### src/rtl/uart_imem_loader.sv
// UART boot loader for the Mini-RISC-V instruction memory: receives 8N1 bytes while
// prog is high, packs them into words and writes them to imem at incrementing addresses.
module uart_imem_loader #(
  parameter int unsigned CLKS_PER_BIT = 868,
  parameter int unsigned WORD_BYTES   = 4,
  parameter int unsigned ADDR_W       = 12,
  parameter bit          BIG_ENDIAN   = 1'b0,
  parameter int unsigned TIMEOUT_BITS = 32
) (
  input  logic                    clk,
  input  logic                    Rst_n,
  input  logic                    rx,
  input  logic                    prog,
  output logic                    imem_prog_ena,
  output logic                    imem_we,
  output logic [ADDR_W-1:0]       imem_addr,
  output logic [8*WORD_BYTES-1:0] imem_din,
  output logic [ADDR_W:0]         word_cnt,
  output logic                    frame_err,
  output logic                    addr_wrap
);

  localparam int unsigned DW     = 8 * WORD_BYTES;
  localparam int unsigned TMR_W  = $clog2(CLKS_PER_BIT);
  localparam int unsigned IDX_W  = (WORD_BYTES > 1) ? $clog2(WORD_BYTES) : 1;
  localparam int unsigned TO_CYC = TIMEOUT_BITS * CLKS_PER_BIT;
  localparam int unsigned TO_W   = (TO_CYC > 1) ? $clog2(TO_CYC) : 1;

  localparam logic [TMR_W-1:0] BIT_LAST  = TMR_W'(CLKS_PER_BIT - 1);
  localparam logic [TMR_W-1:0] HALF_LAST = TMR_W'(CLKS_PER_BIT / 2 - 1);
  localparam logic [IDX_W-1:0] IDX_LAST  = IDX_W'(WORD_BYTES - 1);
  localparam logic [TO_W-1:0]  TO_LAST   = TO_W'(TO_CYC - 1);

  typedef enum logic [1:0] {
    S_IDLE,
    S_START,
    S_DATA,
    S_STOP
  } state_t;

  logic              rx_meta_q, rx_sync_q;
  logic              prog_q;
  state_t            state_q, state_d;
  logic [TMR_W-1:0]  tmr_q, tmr_d;
  logic [2:0]        bit_cnt_q, bit_cnt_d;
  logic [7:0]        shift_q, shift_d;
  logic [IDX_W-1:0]  byte_idx_q, byte_idx_d;
  logic [DW-1:0]     word_q, word_d;
  logic [TO_W-1:0]   to_cnt_q, to_cnt_d;
  logic              we_q, we_d;
  logic [ADDR_W-1:0] addr_q, addr_d;
  logic [DW-1:0]     din_q, din_d;
  logic [ADDR_W:0]   cnt_q, cnt_d;
  logic              ferr_q, ferr_d;
  logic              wrap_q, wrap_d;

  logic              byte_ok;
  logic [IDX_W-1:0]  lane;

  assign lane = BIG_ENDIAN ? (IDX_LAST - byte_idx_q) : byte_idx_q;

  always_comb begin
    // NOTE: every signal written here gets a default first, so no path leaves it unassigned and no latch is inferred.
    state_d    = state_q;
    tmr_d      = tmr_q;
    bit_cnt_d  = bit_cnt_q;
    shift_d    = shift_q;
    byte_idx_d = byte_idx_q;
    word_d     = word_q;
    to_cnt_d   = to_cnt_q;
    we_d       = 1'b0;
    addr_d     = addr_q;
    din_d      = din_q;
    cnt_d      = cnt_q;
    ferr_d     = ferr_q;
    wrap_d     = wrap_q;
    byte_ok    = 1'b0;

    unique case (state_q)
      S_IDLE: begin
        if (!rx_sync_q) begin
          state_d = S_START;
          tmr_d   = '0;
        end
      end
      S_START: begin
        if (tmr_q == HALF_LAST) begin
          tmr_d     = '0;
          bit_cnt_d = '0;
          state_d   = rx_sync_q ? S_IDLE : S_DATA;
        end else begin
          tmr_d = tmr_q + 1'b1;
        end
      end
      S_DATA: begin
        if (tmr_q == BIT_LAST) begin
          tmr_d     = '0;
          shift_d   = {rx_sync_q, shift_q[7:1]};
          bit_cnt_d = bit_cnt_q + 1'b1;
          if (bit_cnt_q == 3'd7) state_d = S_STOP;
        end else begin
          tmr_d = tmr_q + 1'b1;
        end
      end
      S_STOP: begin
        if (tmr_q == BIT_LAST) begin
          tmr_d   = '0;
          state_d = S_IDLE;
          if (rx_sync_q) byte_ok = 1'b1;
          else           ferr_d  = 1'b1;
        end else begin
          tmr_d = tmr_q + 1'b1;
        end
      end
      default: state_d = S_IDLE;
    endcase

    if (byte_ok) begin
      for (int i = 0; i < WORD_BYTES; i++) begin
        if (lane == IDX_W'(i)) word_d[8*i +: 8] = shift_q;
      end
      if (byte_idx_q == IDX_LAST) begin
        byte_idx_d = '0;
        din_d      = word_d;
        // The write is squashed if prog drops in the same cycle the word completes.
        we_d       = prog;
      end else begin
        byte_idx_d = byte_idx_q + 1'b1;
      end
    end

    // A partial word left sitting in IDLE too long is discarded.
    if (state_q == S_IDLE && byte_idx_q != '0) begin
      if (to_cnt_q == TO_LAST) begin
        to_cnt_d   = '0;
        byte_idx_d = '0;
      end else begin
        to_cnt_d = to_cnt_q + 1'b1;
      end
    end else begin
      to_cnt_d = '0;
    end

    if (we_q) begin
      addr_d = addr_q + 1'b1;
      if (addr_q == '1) wrap_d = 1'b1;
      if (cnt_q != '1)  cnt_d  = cnt_q + 1'b1;
    end

    if (!prog_q) begin
      state_d    = S_IDLE;
      tmr_d      = '0;
      bit_cnt_d  = '0;
      byte_idx_d = '0;
      to_cnt_d   = '0;
      we_d       = 1'b0;
    end

    if (prog && !prog_q) begin
      addr_d = '0;
      cnt_d  = '0;
      ferr_d = 1'b0;
      wrap_d = 1'b0;
    end
  end

  // NOTE: sequential state uses non-blocking assignments so every flop samples pre-edge values.
  always_ff @(posedge clk or negedge Rst_n) begin
    if (!Rst_n) begin
      // NOTE: the synchroniser resets to the idle-high line level so reset release never looks like a start bit.
      rx_meta_q  <= 1'b1;
      rx_sync_q  <= 1'b1;
      prog_q     <= 1'b0;
      state_q    <= S_IDLE;
      tmr_q      <= '0;
      bit_cnt_q  <= '0;
      shift_q    <= '0;
      byte_idx_q <= '0;
      word_q     <= '0;
      to_cnt_q   <= '0;
      we_q       <= 1'b0;
      addr_q     <= '0;
      din_q      <= '0;
      cnt_q      <= '0;
      ferr_q     <= 1'b0;
      wrap_q     <= 1'b0;
    end else begin
      rx_meta_q  <= rx;
      rx_sync_q  <= rx_meta_q;
      prog_q     <= prog;
      state_q    <= state_d;
      tmr_q      <= tmr_d;
      bit_cnt_q  <= bit_cnt_d;
      shift_q    <= shift_d;
      byte_idx_q <= byte_idx_d;
      word_q     <= word_d;
      to_cnt_q   <= to_cnt_d;
      we_q       <= we_d;
      addr_q     <= addr_d;
      din_q      <= din_d;
      cnt_q      <= cnt_d;
      ferr_q     <= ferr_d;
      wrap_q     <= wrap_d;
    end
  end

  assign imem_prog_ena = prog_q;
  assign imem_we       = we_q;
  assign imem_addr     = addr_q;
  assign imem_din      = din_q;
  assign word_cnt      = cnt_q;
  assign frame_err     = ferr_q;
  assign addr_wrap     = wrap_q;

endmodule

### config.mk
export PLATFORM = sky130hd
export DESIGN_NAME = uart_imem_loader
export DESIGN_NICKNAME = d
export VERILOG_FILES = /design/src/rtl/uart_imem_loader.sv
export SDC_FILE = /design/constraint.sdc
export NUM_CORES = 1
export LEC_CHECK = 0
export CAP_MARGIN = 20
export CORE_ASPECT_RATIO = 0.75
export CORE_MARGIN = 3
export CORE_UTILIZATION = 50
export DETAILED_ROUTE_END_ITERATION = 12
export PLACE_DENSITY = 0.75
export RECOVER_POWER = 50
export SLEW_MARGIN = 10
export SYNTH_ARGS = -nofsm -noshare
export SYNTH_HDL_FRONTEND = slang
export SYNTH_SLANG_ARGS = --single-unit
### constraint.sdc
create_clock -name clk -period 2.9 [get_ports clk]
set_input_delay 0.58 -clock clk [delete_from_list [all_inputs] [get_ports clk]]
set_output_delay 0.58 -clock clk [all_outputs]
set_load 0.03 [all_outputs]
==> results of run 1 <==
[metrics by stage]
step           cells    util  total power [mW]
3_5_place_dp     731  0.5929             2.079
2_1_floorplan    533       -             2.000
4_1_cts          762  0.6423             4.031
5_1_grt          763  0.6390             4.152
6_report         763  0.6390             3.989
3_3_place_gp     731  0.5929             2.065
[state kept, by name, summed over array words and instances (netlist names), 2 cells and up]
name        count
bit_cnt_q       3
word_q         24
tmr_q          10
state_q         2
imem_addr      12
word_cnt       13
to_cnt_q       15
imem_din       32
byte_idx_q      2
shift_q         8
[synth_stat cells, drive strengths merged, types with 3 or more instances]
| cell type | instances | area share |
|---|---|---|
| or3 | 7 | 0.0075 |
| a21oi | 11 | 0.0094 |
| buf | 20 | 0.016 |
| nor4 | 7 | 0.012 |
| nand2 | 53 | 0.038 |
| clkbuf | 10 | 0.0064 |
| o2111ai | 4 | 0.0060 |
| inv | 12 | 0.0077 |
| nand3 | 21 | 0.018 |
| mux2 | 41 | 0.081 |
| mux2i | 27 | 0.046 |
| o211ai | 3 | 0.0038 |
| dfrtp | 125 | 0.53 |
| nand2b | 5 | 0.0053 |
| xor2 | 14 | 0.021 |
| nor3 | 12 | 0.010 |
| ha | 11 | 0.023 |
| xnor2 | 14 | 0.021 |
| nand4 | 6 | 0.0064 |
| and3 | 6 | 0.0064 |
| nor2 | 50 | 0.032 |
| a22o | 9 | 0.013 |
| nand3b | 4 | 0.0051 |
| o21ai | 37 | 0.032 |
| a21o | 4 | 0.0051 |
[power breakdown]
| group | total (mW) | internal [mW] | switching [mW] |
|---|---|---|---|
| registers | 1.84 | 1.80 | 0.0440 |
| logic | 0.205 | 0.0742 | 0.130 |
| clock network | 1.94 | 1.20 | 0.747 |
| total | 3.99 | 3.07 | 0.921 |
[how the worst min path moves through the flow]
stage	startpoint	to	slack [ns]	cells after the start
after floorplan	Rst_n	addr_wrap$_DFFE_PN0P_	0.28	0
after global placement	rx_meta_q$_DFF_PN1_	rx_sync_q$_DFF_PN1_	0.35	0
after detailed placement	rx_meta_q$_DFF_PN1_	rx_sync_q$_DFF_PN1_	0.35	0
after CTS	Rst_n	word_cnt[5]$_DFFE_PN0P_	0.08	1
after global routing	rx_meta_q$_DFF_PN1_	rx_sync_q$_DFF_PN1_	0.36	0
final	rx_meta_q$_DFF_PN1_	rx_sync_q$_DFF_PN1_	0.36	0
[kinds of logic (layout without fill, tap and decap cells)]
group / count (synthesis) / count (layout) / share of synthesized area
buffers and inverters: 42 / 115 / 0.03032
DFF: 127 / 127 / 0.5428
AOI/OAI and AO/OA: 73 / 73 / 0.07559
and+or+nand+nor: 184 / 184 / 0.1591
muxes: 68 / 68 / 0.1268
adders and majority gates: 11 / 11 / 0.02349
xor gates and xnor gates: 28 / 28 / 0.04185
[metal layers]
metal | vias to the layer above | track usage
li1 | 1987 | -
met1 | 2065 | 0.2781
met2 | 110 | 0.2773
met3 | 17 | 0.05260
met4 | 0 | 0.06324
met5 | - | 0
[final cells by class]
| class | count | area [um2] | share of cell area |
|---|---|---|---|
| sequential | 127 | 3181 | 0.4448 |
| multi-input combinational | 364 | 2487 | 0.3479 |
| timing repair buffer | 72 | 688.2 | 0.09624 |
| clock buffer | 22 | 494.2 | 0.06912 |
| tap | 157 | 196.4 | 0.02747 |
| clock inverter | 9 | 58.81 | 0.008224 |
| inverter | 12 | 45.04 | 0.006299 |
==> out/summary.txt, run 1 <==
crit path kind: flip-flop to output port
Hold Crit Class: flip-flop to flip-flop
Initial Util: 0.5236
Pleak: 3.221 nW
slew margin rel.: 0.1164
period utilization: 0.8379
initial antenna violation count: 0
# IOs: 65
final instance area: 7151 um2
post-route setup slack: 0.4700 ns
CP Capture Type: output port
Required @ worst endpoint: 2.32 ns
CP endpoint: imem_prog_ena
post-DR wirelength/cell: 15.28 um
ANT cells: 0
largest net degree at the start of global routing: 74
Setup Buffers After CTS: 0
hold buffers post-CTS: 0
met2 WL: 5.435 mm
hold_ws: 0.3551 ns
DIE WIDTH: 131 um
Critical Path AT: 1.85 ns
first-pass GRT wire length: 19.71 mm
Max IR drop VDD: 0.3423 mV
Crit path depth: 1
DR pass1 iterations: 4
register bit total from synthesis: 127
Worst-path clk slew: 0.06 ns
count of cell types in the netlist: 47
endpoints failing setup: 0
Routed Antenna Nets: 0
CTS H-Tree Depth: 4
worst-path cell chain: clkdlybuf4s50_1
Layout area overhead: 22.04%
aggregate global-route resource usage: 0.1910
RSZ-0062 raised after global routing: no
top routing layer in use: met4
DRC: 0
reg2reg setup slack: 0.49 ns
Syn. warnings: 0
DRT met1 WL: 5.506 mm
first-iteration detailed-routing DRC count: 349
delay-heaviest family, CP: buffers and inverters
die area: 13070 um2
IO buf count: 64
highest clock rate: 0.4115 GHz
Crit. Startpoint: imem_prog_ena$_DFF_PN0_
CTS tree: yes
cells after synthesis: 533
Mapped Nets: 548
Buf+Inv Stages, Crit Path: 1
Clock Latency Late Sink: 0.40 ns
R2R depth: 5
status: completed
clock buffer depth: 2
Fin. Hold Viols: 0
post-cts resize count: 0
number of global-route vias before repair: 4100
Async S/R FF share, synth: 1.000
top_reg_cell synth: dfrtp_1
pwr dens: 557.9 nW/um2
Slowest cell on crit path: clkdlybuf4s50_1
Syn Std Cell Area: 5859 um2
final estimated routing congestion in global placement: 0.7999
nets@finish: 609
vias: 4179
Max-Cap Viols: 0
Core Rows: 33
gr ovfl total: 0
Clock Skew: 0.007952 ns
DR WL met3: 574 um
Setup crit start kind: flip-flop
post-DP HPWL: 7.865 mm
DR vias/cell: 5.477
Post-Route Setup TNS: 0 ns
root buf cell: clkbuf_16
number of synthesized flops with an enable pin: 0
DP Worst Slack: 0.4428 ns
CP peak stage delay: 0.78 ns
Final min period: 2.430 ns
DP Area: 6634 um2
worst reg2reg startpoint: tmr_q[0]$_DFFE_PN0P_
post-synthesis sequential area ratio: 0.5428
most frequent cells in the layout: 125 x dfrtp_1, 61 x clkdlybuf4s50_1, 50 x nand2_1, 50 x nor2_1, 37 x o21ai_0
core footprint: 11190 um2
Worst Max-Slew Pin Slew: 1.325 ns
ratio of cells with drive above 1 in the final layout: 0.1056
final wirelength: 11.66 mm
worst reg2reg endpoint: shift_q[5]$_DFFE_PN0P_
per-instance average area after synthesis: 10.99 um2
Pins Over Slew Limit: 0
die height: 99.75 um
commonest non-fill, non-tap cell in the layout: dfrtp_1
crit path max fanout: 15
TritonCTS Sinks: 127
Fillers: 857
total CTS buffers: 17
No activity file was read; power rests on OpenSTA's default activity.
==> inputs of run 2 (changes only) <==
Clock period 2.9 ns to 2.3 ns, I/O delays scaled along.
==> run 2 against run 1 <==
Setup slack worse by 0.33 ns. Global-route usage rose by 0.97 points. Largest power group unchanged. Sequential share of layout area down 0.94 points. Register-to-register slack lost 0.35 ns. Sequential power grew 26%. Clock skew is 0.0021 ns higher. Clock power is 40% higher. Largest cell class unchanged. Combinational power rose by 35%. Wire length is 5.2% higher.
==> out/summary.txt, run 2 (synthesis results as in run 1) <==
DRC: 0 (unchanged)
die height: 99.75 um (unchanged)
Net Sw Frac: 0.2232 (-0.007753)
Buf+Inv Stages, Crit Path: 0 (-1)
final estimated routing congestion in global placement: 0.8029 (+0.38%)
vias: 4281 (+2.4%)
DP Area: 6764 um2 (+2.0%)
Layout area overhead: 24.69%
placed cell count: 745 (+1.9%)
Worst Max-Slew Pin Slew: 1.052 ns (-0.2737 ns)
final instance area: 7306 um2 (+2.2%)
pwr dens: 726.3 nW/um2 (+30%)
Setup Buffers After CTS: 0 (unchanged)
clock buffer depth: 2 (unchanged)
final wirelength: 12.26 mm (+5.2%)
CTS tree: yes
net load switching power: 1.184 mW (+29%)
Hold Crit Class: primary input to async pin
Initial Util: 0.5236 (unchanged)
highest clock rate: 0.4627 GHz
Final min period: 2.161 ns
hold buffers post-CTS: 0 (unchanged)
endpoints failing setup: 0 (unchanged)
post-DP HPWL: 8.343 mm (+6.1%)
DR vias/cell: 5.510 (+0.59%)
aggregate global-route resource usage: 0.2006 (+0.009661)
Clk pwr share: 0.511 (+0.024)
die area: 13070 um2 (unchanged)
CP peak stage delay: 0.41 ns (-0.37 ns)
final design utilization: 0.6529 (+0.01387)
ratio of cells with drive above 1 in the final layout: 0.1210 (+0.01536)
largest net degree at the start of global routing: 58 (-22%)
RSZ-0062 raised after global routing: no
Pleak: 3.327 nW (+3.3%)
worst-path cell chain: ha_1 > nand4b_2 > nor4_4 > and2_1 > nand2_4 > mux2_1
post-cts resize count: 0 (unchanged)
Reg power frac: 0.437 (-0.025)
gr ovfl total: 0 (unchanged)
Clock Skew: 0.01008 ns (+0.002125 ns)
Max-Cap Viols: 0 (unchanged)
crit path max fanout: 8 (-7)
number of global-route vias before repair: 4353 (+6.2%)
Clock Latency Late Sink: 0.41 ns (about the same)
status: completed
number of flip-flops in the largest register: 32 (unchanged)
period utilization: 0.9398
Pwr Total: 5.306 mW (+33%)
delay-heaviest family, CP: simple AND/OR/NAND/NOR gates
Fin. Hold Viols: 0 (unchanged)
Core Rows: 33 (unchanged)
CP Capture Type: flip-flop
ANT cells: 0 (unchanged)
IO buf count: 64 (unchanged)
initial antenna violation count: 0 (unchanged)
Post-Route Setup TNS: 0 ns (unchanged)
Required @ worst endpoint: 2.59 ns (+0.27 ns)
DR pass1 iterations: 7 (+3)
DIE WIDTH: 131 um (unchanged)
root buf cell: clkbuf_16
Routed Antenna Nets: 0 (unchanged)
Setup crit start kind: flip-flop
slew margin rel.: 0.2989 (+0.1825)
Critical Path AT: 2.45 ns (+0.60 ns)
nets@finish: 622 (+2.1%)
total CTS buffers: 17 (unchanged)
fin cells: 777 (+1.8%)
TritonCTS Sinks: 127 (unchanged)
Pins Over Slew Limit: 0 (unchanged)
most frequent cells in the layout: 125 x dfrtp_1, 61 x clkdlybuf4s50_1, 50 x nand2_1, 50 x nor2_1, 37 x o21ai_0
first-iteration detailed-routing DRC count: 244 (-30%)
CTS H-Tree Depth: 4 (unchanged)
Worst-path clk slew: 0.06 ns (about the same)
Slowest cell on crit path: dfrtp_1
Max IR drop VDD: 0.5524 mV (+61%)
Pint: 4.122 mW (+34%)
core footprint: 11190 um2 (unchanged)
Comb pwr share: 0.052 (about the same)
first-pass GRT wire length: 20.64 mm (+4.7%)
crit path kind: flip-flop to flip-flop
post-DR wirelength/cell: 15.78 um (+3.3%)
commonest non-fill, non-tap cell in the layout: dfrtp_1
# IOs: 65 (unchanged)
## run 2: cell count changes in the layout (fill, tap and decap cells not counted), moves of 2 or more
cell and delta:
clkbuf_8 -3, bufinv_16 +3, clkinvlp_4 -2, buf_4 +7, clkbuf_1 +6, nor4_2 +2
clkbuf_2 +2, nor4_1 -2
## run 2: worst reg2reg max path: cells and delay by family (launching register included)
kind / cells / cell delay [ns]
simple gates: 4 / 1.02
fa+ha+maj: 1 / 0.26
mux: 1 / 0.35
flops: 1 / 0.41
## run 2: power groups by stage
stage / logic [mW] / clock network (mW) / registers (mW)
2_1_floorplan: 0.199 / 0 / 2.32
6_report: 0.277 / 2.71 / 2.32
4_1_cts: 0.292 / 2.76 / 2.32
5_1_grt: 0.312 / 2.86 / 2.33
3_3_place_gp: 0.280 / 0 / 2.35
3_5_place_dp: 0.290 / 0 / 2.36
## run 2: cell type report
type | count | area, um2
fillers | 834 | 3884
flip-flops and latches | 127 | 3181
multi-input cells | 364 | 2506
repair buffers | 85 | 778.2
clock buffers | 21 | 460.4
well taps | 157 | 196.4
clock inverters | 11 | 138.9
inverters | 12 | 45.04
## run 2: through the flow
stage	worst slack [ns]	hold WS [ns]
3_5_place_dp	0.1111	0.3473
3_3_place_gp	0.1874	0.3468
2_1_floorplan	0.3406	0.1644
5_1_grt	0.02375	0.3137
6_report	0.1385	0.2260
4_1_cts	0.1380	0.06039
## run 2: per-layer routing
layer	share of wire	vias up	track usage	routed length, um
met5	0	-	0	0
met4	0.019	0	0.1036	235
met3	0.048	30	0.04509	591
met2	0.47	108	0.3019	5734
met1	0.47	2134	0.2724	5703
li1	-	2009	-	-
## run 2: final timing paths
path                            slack [ns]  depth (start not counted)                       to            startpoint
max in group asynchronous             0.46                          2   word_q[20]$_DFFE_PN0N_                 Rst_n
worst min register to register        0.35                          0      rx_sync_q$_DFF_PN1_   rx_meta_q$_DFF_PN1_
min in group clk                      0.35                          0      rx_sync_q$_DFF_PN1_   rx_meta_q$_DFF_PN1_
worst max-delay path                  0.14                          6   word_q[13]$_DFFE_PN0N_  tmr_q[1]$_DFFE_PN0P_
worst max register to register        0.14                          6   word_q[13]$_DFFE_PN0N_  tmr_q[1]$_DFFE_PN0P_
worst min-delay path                  0.23                          1  word_cnt[8]$_DFFE_PN0P_                 Rst_n
